[src/rtl/load_store_unit_if.sv]
// rtl/load_store_unit_if.sv - MEM-stage and data_memory signal bundle for load_store_unit
interface load_store_unit_if #(
    parameter int DATA_WIDTH = 32,
    parameter int ADDR_WIDTH = 32
);
    logic                  MemReadM;
    logic                  MemWriteM;
    logic [2:0]            funct3M;
    logic [ADDR_WIDTH-1:0] ALUResultM;
    logic [DATA_WIDTH-1:0] WriteDataM;
    logic [DATA_WIDTH-1:0] ReadDataM;
    logic                  StallM;
    logic                  MisalignM;
    logic [ADDR_WIDTH-1:0] BadAddr;
    logic                  DM_WE;
    logic [ADDR_WIDTH-1:0] DM_A;
    logic [DATA_WIDTH-1:0] DM_WD;
    logic [DATA_WIDTH-1:0] DM_RD;

    // master: pipeline MEM stage plus data_memory; slave: the load/store unit
    modport master (
        output MemReadM, MemWriteM, funct3M, ALUResultM, WriteDataM, DM_RD,
        input  ReadDataM, StallM, MisalignM, BadAddr, DM_WE, DM_A, DM_WD
    );
    modport slave (
        input  MemReadM, MemWriteM, funct3M, ALUResultM, WriteDataM, DM_RD,
        output ReadDataM, StallM, MisalignM, BadAddr, DM_WE, DM_A, DM_WD
    );
endinterface

[src/rtl/load_store_unit.sv]
// rtl/load_store_unit.sv - RV32I load/store unit with sub-word RMW stores; LSU_MISALIGN_TRAP_EN enables misalign trapping
module load_store_unit #(
    parameter int DATA_WIDTH = 32,
    parameter int ADDR_WIDTH = 32
) (
    input logic              clk,
    input logic              reset,
    load_store_unit_if.slave bus
);
    typedef enum logic {IDLE, RMW_WR} state_t;

    state_t                state, state_n;
    logic [ADDR_WIDTH-1:0] addr_q, word_addr;
    logic [DATA_WIDTH-1:0] merge_q, merged, load_val;
    logic [1:0]            size;
    logic                  load_ok, store_ok, misalign, start_rmw;
    logic [7:0]            rd_byte;
    logic [15:0]           rd_half;

    assign size      = bus.funct3M[1:0];
    assign word_addr = {bus.ALUResultM[ADDR_WIDTH-1:2], 2'b00};
    assign rd_half   = bus.ALUResultM[1] ? bus.DM_RD[31:16] : bus.DM_RD[15:0];

    always_comb begin
        load_ok  = 1'b0;
        store_ok = 1'b0;
        case (bus.funct3M)
            3'b000, 3'b001, 3'b010: begin
                load_ok  = 1'b1;
                store_ok = 1'b1;
            end
            3'b100, 3'b101: load_ok = 1'b1;
            default: ;
        endcase
    end

`ifdef LSU_MISALIGN_TRAP_EN
    logic [ADDR_WIDTH-1:0] bad_q;

    assign misalign = (state == IDLE) && !reset &&
                      (bus.MemWriteM ? store_ok : (bus.MemReadM && load_ok)) &&
                      ((size == 2'b01 && bus.ALUResultM[0]) ||
                       (size == 2'b10 && bus.ALUResultM[1:0] != 2'b00));

    always_ff @(posedge clk or posedge reset) begin
        if (reset)
            bad_q <= '0;
        else if (misalign)
            bad_q <= bus.ALUResultM;
    end
    assign bus.BadAddr = bad_q;
`else
    assign misalign    = 1'b0;
    assign bus.BadAddr = '0;
`endif

    always_comb begin
        rd_byte = bus.DM_RD[7:0];
        case (bus.ALUResultM[1:0])
            2'b01:   rd_byte = bus.DM_RD[15:8];
            2'b10:   rd_byte = bus.DM_RD[23:16];
            2'b11:   rd_byte = bus.DM_RD[31:24];
            default: rd_byte = bus.DM_RD[7:0];
        endcase
    end

    always_comb begin
        case (bus.funct3M)
            3'b000:  load_val = {{24{rd_byte[7]}}, rd_byte};
            3'b001:  load_val = {{16{rd_half[15]}}, rd_half};
            3'b010:  load_val = bus.DM_RD;
            3'b100:  load_val = {24'b0, rd_byte};
            3'b101:  load_val = {16'b0, rd_half};
            default: load_val = '0;
        endcase
    end

    // Current memory word with the store lane overwritten, captured for the RMW write cycle
    always_comb begin
        merged = bus.DM_RD;
        if (size == 2'b00) begin
            case (bus.ALUResultM[1:0])
                2'b00: merged[7:0]   = bus.WriteDataM[7:0];
                2'b01: merged[15:8]  = bus.WriteDataM[7:0];
                2'b10: merged[23:16] = bus.WriteDataM[7:0];
                2'b11: merged[31:24] = bus.WriteDataM[7:0];
                default: ;
            endcase
        end else if (bus.ALUResultM[1]) begin
            merged[31:16] = bus.WriteDataM[15:0];
        end else begin
            merged[15:0] = bus.WriteDataM[15:0];
        end
    end

    always_comb begin
        state_n       = state;
        start_rmw     = 1'b0;
        bus.DM_WE     = 1'b0;
        bus.DM_A      = word_addr;
        bus.DM_WD     = bus.WriteDataM;
        bus.StallM    = 1'b0;
        bus.ReadDataM = '0;
        bus.MisalignM = misalign;
        if (!reset) begin
            case (state)
                IDLE: begin
                    if (bus.MemWriteM) begin
                        if (store_ok && !misalign) begin
                            if (size == 2'b10) begin
                                bus.DM_WE = 1'b1;
                            end else begin
                                bus.StallM = 1'b1;
                                start_rmw  = 1'b1;
                                state_n    = RMW_WR;
                            end
                        end
                    end else if (bus.MemReadM && load_ok && !misalign) begin
                        bus.ReadDataM = load_val;
                    end
                end
                RMW_WR: begin
                    bus.DM_WE = 1'b1;
                    bus.DM_A  = addr_q;
                    bus.DM_WD = merge_q;
                    state_n   = IDLE;
                end
                default: state_n = IDLE;
            endcase
        end
    end

    always_ff @(posedge clk or posedge reset) begin
        if (reset) begin
            state   <= IDLE;
            addr_q  <= '0;
            merge_q <= '0;
        end else begin
            state <= state_n;
            if (start_rmw) begin
                addr_q  <= word_addr;
                merge_q <= merged;
            end
        end
    end
endmodule
[src/flat_wrapper.sv]
// flat-port wrapper written by rule: the top's interface ports become plain ports
module load_store_unit_flat 
#(
    parameter int DATA_WIDTH = 32,
    parameter int ADDR_WIDTH = 32
)
  (clk, reset, bus_MemReadM, bus_MemWriteM, bus_funct3M, bus_ALUResultM, bus_WriteDataM, bus_DM_RD, bus_ReadDataM, bus_StallM, bus_MisalignM, bus_BadAddr, bus_DM_WE, bus_DM_A, bus_DM_WD);
  load_store_unit_if #(.DATA_WIDTH(DATA_WIDTH), .ADDR_WIDTH(ADDR_WIDTH)) bus_i ();
  input logic clk;
  input logic reset;
  input wire logic [$bits(bus_i.MemReadM)-1:0] bus_MemReadM;
  input wire logic [$bits(bus_i.MemWriteM)-1:0] bus_MemWriteM;
  input wire logic [$bits(bus_i.funct3M)-1:0] bus_funct3M;
  input wire logic [$bits(bus_i.ALUResultM)-1:0] bus_ALUResultM;
  input wire logic [$bits(bus_i.WriteDataM)-1:0] bus_WriteDataM;
  input wire logic [$bits(bus_i.DM_RD)-1:0] bus_DM_RD;
  output wire logic [$bits(bus_i.ReadDataM)-1:0] bus_ReadDataM;
  output wire logic [$bits(bus_i.StallM)-1:0] bus_StallM;
  output wire logic [$bits(bus_i.MisalignM)-1:0] bus_MisalignM;
  output wire logic [$bits(bus_i.BadAddr)-1:0] bus_BadAddr;
  output wire logic [$bits(bus_i.DM_WE)-1:0] bus_DM_WE;
  output wire logic [$bits(bus_i.DM_A)-1:0] bus_DM_A;
  output wire logic [$bits(bus_i.DM_WD)-1:0] bus_DM_WD;
  assign bus_i.MemReadM = bus_MemReadM;
  assign bus_i.MemWriteM = bus_MemWriteM;
  assign bus_i.funct3M = bus_funct3M;
  assign bus_i.ALUResultM = bus_ALUResultM;
  assign bus_i.WriteDataM = bus_WriteDataM;
  assign bus_i.DM_RD = bus_DM_RD;
  assign bus_ReadDataM = bus_i.ReadDataM;
  assign bus_StallM = bus_i.StallM;
  assign bus_MisalignM = bus_i.MisalignM;
  assign bus_BadAddr = bus_i.BadAddr;
  assign bus_DM_WE = bus_i.DM_WE;
  assign bus_DM_A = bus_i.DM_A;
  assign bus_DM_WD = bus_i.DM_WD;
  load_store_unit #(.DATA_WIDTH(DATA_WIDTH), .ADDR_WIDTH(ADDR_WIDTH)) u_core (.clk(clk), .reset(reset), .bus(bus_i));
endmodule
[config.mk]
export PLATFORM = sky130hd
export DESIGN_NAME = load_store_unit_flat
export DESIGN_NICKNAME = d
export VERILOG_FILES = /design/src/rtl/load_store_unit_if.sv /design/src/rtl/load_store_unit.sv /design/src/flat_wrapper.sv
export SDC_FILE = /design/constraint.sdc
export NUM_CORES = 1
export LEC_CHECK = 0
export CORE_ASPECT_RATIO = 1.2
export CORE_MARGIN = 2
export CORE_UTILIZATION = 45
export CTS_CLUSTER_DIAMETER = 80
export DETAILED_ROUTE_END_ITERATION = 10
export GPL_TIMING_DRIVEN = 0
export PLACE_DENSITY = 0.88
export SLEW_MARGIN = 0
export SYNTH_ARGS = -nofsm -noshare
export SYNTH_HDL_FRONTEND = slang
export SYNTH_SLANG_ARGS = --single-unit
[constraint.sdc]
create_clock -name clk -period 6.5 [get_ports clk]
set_clock_uncertainty 0.2 [all_clocks]
set_input_delay 0.975 -clock clk [delete_from_list [all_inputs] [get_ports clk]]
set_output_delay 0.975 -clock clk [all_outputs]
set_load 0.03 [all_outputs]
==> run_results.csv <==
group,metric,value,unit
run_status,outcome,"complete, no violations",
final_layout,diodes,0,
worst_setup_path,cp.arrival,3.88,ns
die,core_area,10500,um2
global_routing,grt_usage,29.5,%
worst_setup_path,critical_path_class,"input port to primary output",
worst_setup_path,path_depth,6,
global_routing,grt_pass1_wl,27.4,mm
timing,tns,0,ns
worst_setup_path,rr_worst_depth,5,
timing,tightest_slew,0.642,ns
routing,met3WireLength,1.29,mm
worst_setup_path,required,5.32,ns
yosys,synth-seq-area-share,32.6,%
clock_tree,cts_root_buffer,"clkbuf_16",
yosys,ys.flop_type,"dfrtp_1",
routing,vias,4997,
clock_tree,h-tree-depth,3,
routing,drt-vias-per-instance,5.64,
routing,wire_per_inst,19.5,um
yosys,ys_types,35,
worst_setup_path,path_common_cell,"clkdlybuf4s50_1",
global_routing,first_global_vias,5164,
place,dpl_cell_area,7100,um2
min_path,min_path_cells,1,
final_layout,multi_input_area,2860,um2
min_path,worst_hold_path_type,"flip-flop to flip-flop",
timing,maxSlewHeadroom,56.6,%
clock_tree,cts_resized,0,
yosys,syn_area_per_cell,9.47,um2
yosys,syn_area,4830,um2
timing,hold_ws,0.304,ns
clock_tree,clock_path_buffers,2,
pwr,p_leak,0.00297,uW
timing,drv_slew,0,
die,initial_utilization,46.2,%
routing,met1Wirelength,6.66,mm
die,num_rows,41,
timing,rsz0062_at_grt,"no",
clock_tree,clk_latency,0.32,ns
pwr,switching_share,32.3,%
worst_setup_path,worstSetupStartpointType,"input port",
timing,hold_viol_final,0,
die,die_w,98.6,um
place,io_buffers,196,
yosys,synth.most_common_cell,"mux2_2",
die,die_h,118,um
final_layout,syn_to_final_growth,53.0,%
yosys,synth_edf_count,0,
yosys,ys_top_cells_by_area,"dfrtp_1 33%, mux2_2 23%, a21oi_1 6.0%, buf_4 5.9%, o21ai_0 4.2%",
timing,min_period,5.06,ns
die,die_area,11600,um2
timing,finalCritPeriodShare,77.8,%
pwr,p_int,1010,uW
job,maxCapViolCount,0,
pwr,seqPwrFrac,35.4,%
final_layout,filler_cell_count,821,
timing,clock.fmax,198,MHz
pwr,vdd_ir_drop_max,135,uV
worst_setup_path,worst-path-buf-inv,3,
final_layout,final_net_count,855,
timing,setup_viol,0,
pwr,pwr-share-clk,31.2,%
clock_tree,cts_setup_buffers,0,
global_routing,grt-ovfl-total,0,
worst_setup_path,crit_path_max_fanout,10,
pwr,power_density,203,nW/um2
clock_tree,cts_tree,"yes",
worst_setup_path,end_kind,"primary output",
yosys,yosys.area.top_type_share,32.6,%
clock_tree,clock-sinks,63,
clock_tree,path_clk_slew,0.05,ns
worst_setup_path,worst_path_max_delay_cell,"clkdlybuf4s50_1",
die,io_pins,234,
clock_tree,ctsHoldBuffers,0,
global_routing,grt_max_degree,40,
yosys,synth-seq-cells,63,
final_layout,drive_gt1_share,24.0,%
final_layout,final_area,7390,um2
worst_setup_path,critPathTopFamily,"buffers and inverters",
yosys,synth_common_cells,"98 x mux2_2, 63 x dfrtp_1, 58 x a21oi_1",
routing,dr.pass1.iters,5,
routing,wl,17.3,mm
routing,top_layer,"met4",
place,place_hpwl,13.7,mm
clock_tree,cts_inserted_buffers,9,
routing,drtIter0Drc,437,
pwr,net-switching-power,484,uW
yosys,async_flop_share,100,%
routing,drcViolationCount,0,
worst_setup_path,slowest_delay,0.72,ns
pwr,power_frac_comb,33.4,%
yosys,yosys_warnings,0,
worst_setup_path,path_cells,"clkdlybuf4s50_1 > nor4b_1 > nand2_1 > clkbuf_1 > a211oi_1 > clkdlybuf4s50_1",
global_routing,antenna_found_initial,0,
final_layout,seq_area,1580,um2
routing,ant_nets,0,
place,place_congestion,0.977,
yosys,yosys.area.top_type,"dfrtp_1",
yosys,synthCells,510,
routing,dr_wl_met2,8.80,mm
-- cell type report --
| class | instances | area share [%] |
|---|---|---|
| Multi-Input combinational cell | 392 | 38.7 |
| Timing Repair Buffer | 197 | 26.8 |
| Sequential cell | 63 | 21.3 |
| Buffer | 85 | 6.90 |
| Clock buffer | 10 | 3.10 |
| Tap cell | 129 | 2.18 |
| Clock inverter | 6 | 0.829 |
| Inverter | 4 | 0.203 |
-- metal layers --
metal	vias up	track usage, %
li1	2332	-
met3	38	5.52
met2	259	51.6
met5	-	0
met4	0	12.0
met1	2368	35.5
-- power by group through the flow --
stage	Combinational, uW	Clock, uW	Sequential, uW
floorplan	316	0	513
global placement	482	0	529
detailed placement	494	0	535
CTS	499	470	530
global route	532	487	539
finish	500	468	531
-- cell usage in the layout (no fill, tap or decap), types with 2 or more instances in the layout --
cell type / netlist / routed
a211oi_1: 8 / 8
a21oi_1: 58 / 58
a22oi_1: 16 / 16
a31oi_1: 16 / 16
buf_2: 15 / 15
buf_4: 38 / 38
buf_6: 4 / 4
clkbuf_1: 27 / 28
clkbuf_16: 0 / 9
clkdlybuf4s50_1: 0 / 196
clkinv_2: 0 / 3
conb_1: 1 / 35
dfrtp_1: 63 / 63
inv_1: 3 / 2
inv_2: 1 / 2
mux2_2: 98 / 98
mux2_4: 3 / 3
mux2i_1: 7 / 7
nand2_1: 20 / 20
nand3_1: 17 / 17
nor2_1: 11 / 11
nor2b_1: 11 / 11
o21ai_0: 41 / 41
o311a_1: 16 / 16
o31ai_1: 16 / 16
or3_1: 8 / 8
-- stage by stage --
stage          instances  total power, uW  utilization (%)  setup slack [ns]
6_report             886             1500             70.6              1.44
5_1_grt              886             1560             70.6              1.33
4_1_cts              886             1500             70.6              1.52
3_5_place_dp         870             1030             67.9              1.54
3_3_place_gp         869             1010             67.7              1.53
2_1_floorplan        544              829                -              2.70
-- flip-flops by register name (all words and copies together) (netlist names) --
name and count:
u_core.merge_q 32, u_core.state 1, u_core.addr_q 30
-- cell families after synthesis --
family	Yosys count	share of synthesized area, %
compound gates	173	22.5
other cells	1	0.0776
simple gates	75	8.26
buf+inv	89	10.9
mux	109	25.7
flops	63	32.6
-- path summary, 6_finish.rpt --
kind / start / slack (ns) / end
setup / recovery: reset / 1.44 / bus_ReadDataM[14]
hold / removal: u_core.addr_q[3] / 0.30 / u_core.addr_q[3]
setup reg to reg: u_core.state / 4.32 / u_core.addr_q[2]
hold reg to reg: u_core.addr_q[3] / 0.30 / u_core.addr_q[3]
max in group asynchronous: reset / 4.45 / u_core.merge_q[9]
min in group asynchronous: reset / 1.05 / u_core.addr_q[5]
No activity file was read; power rests on OpenSTA's default activity.
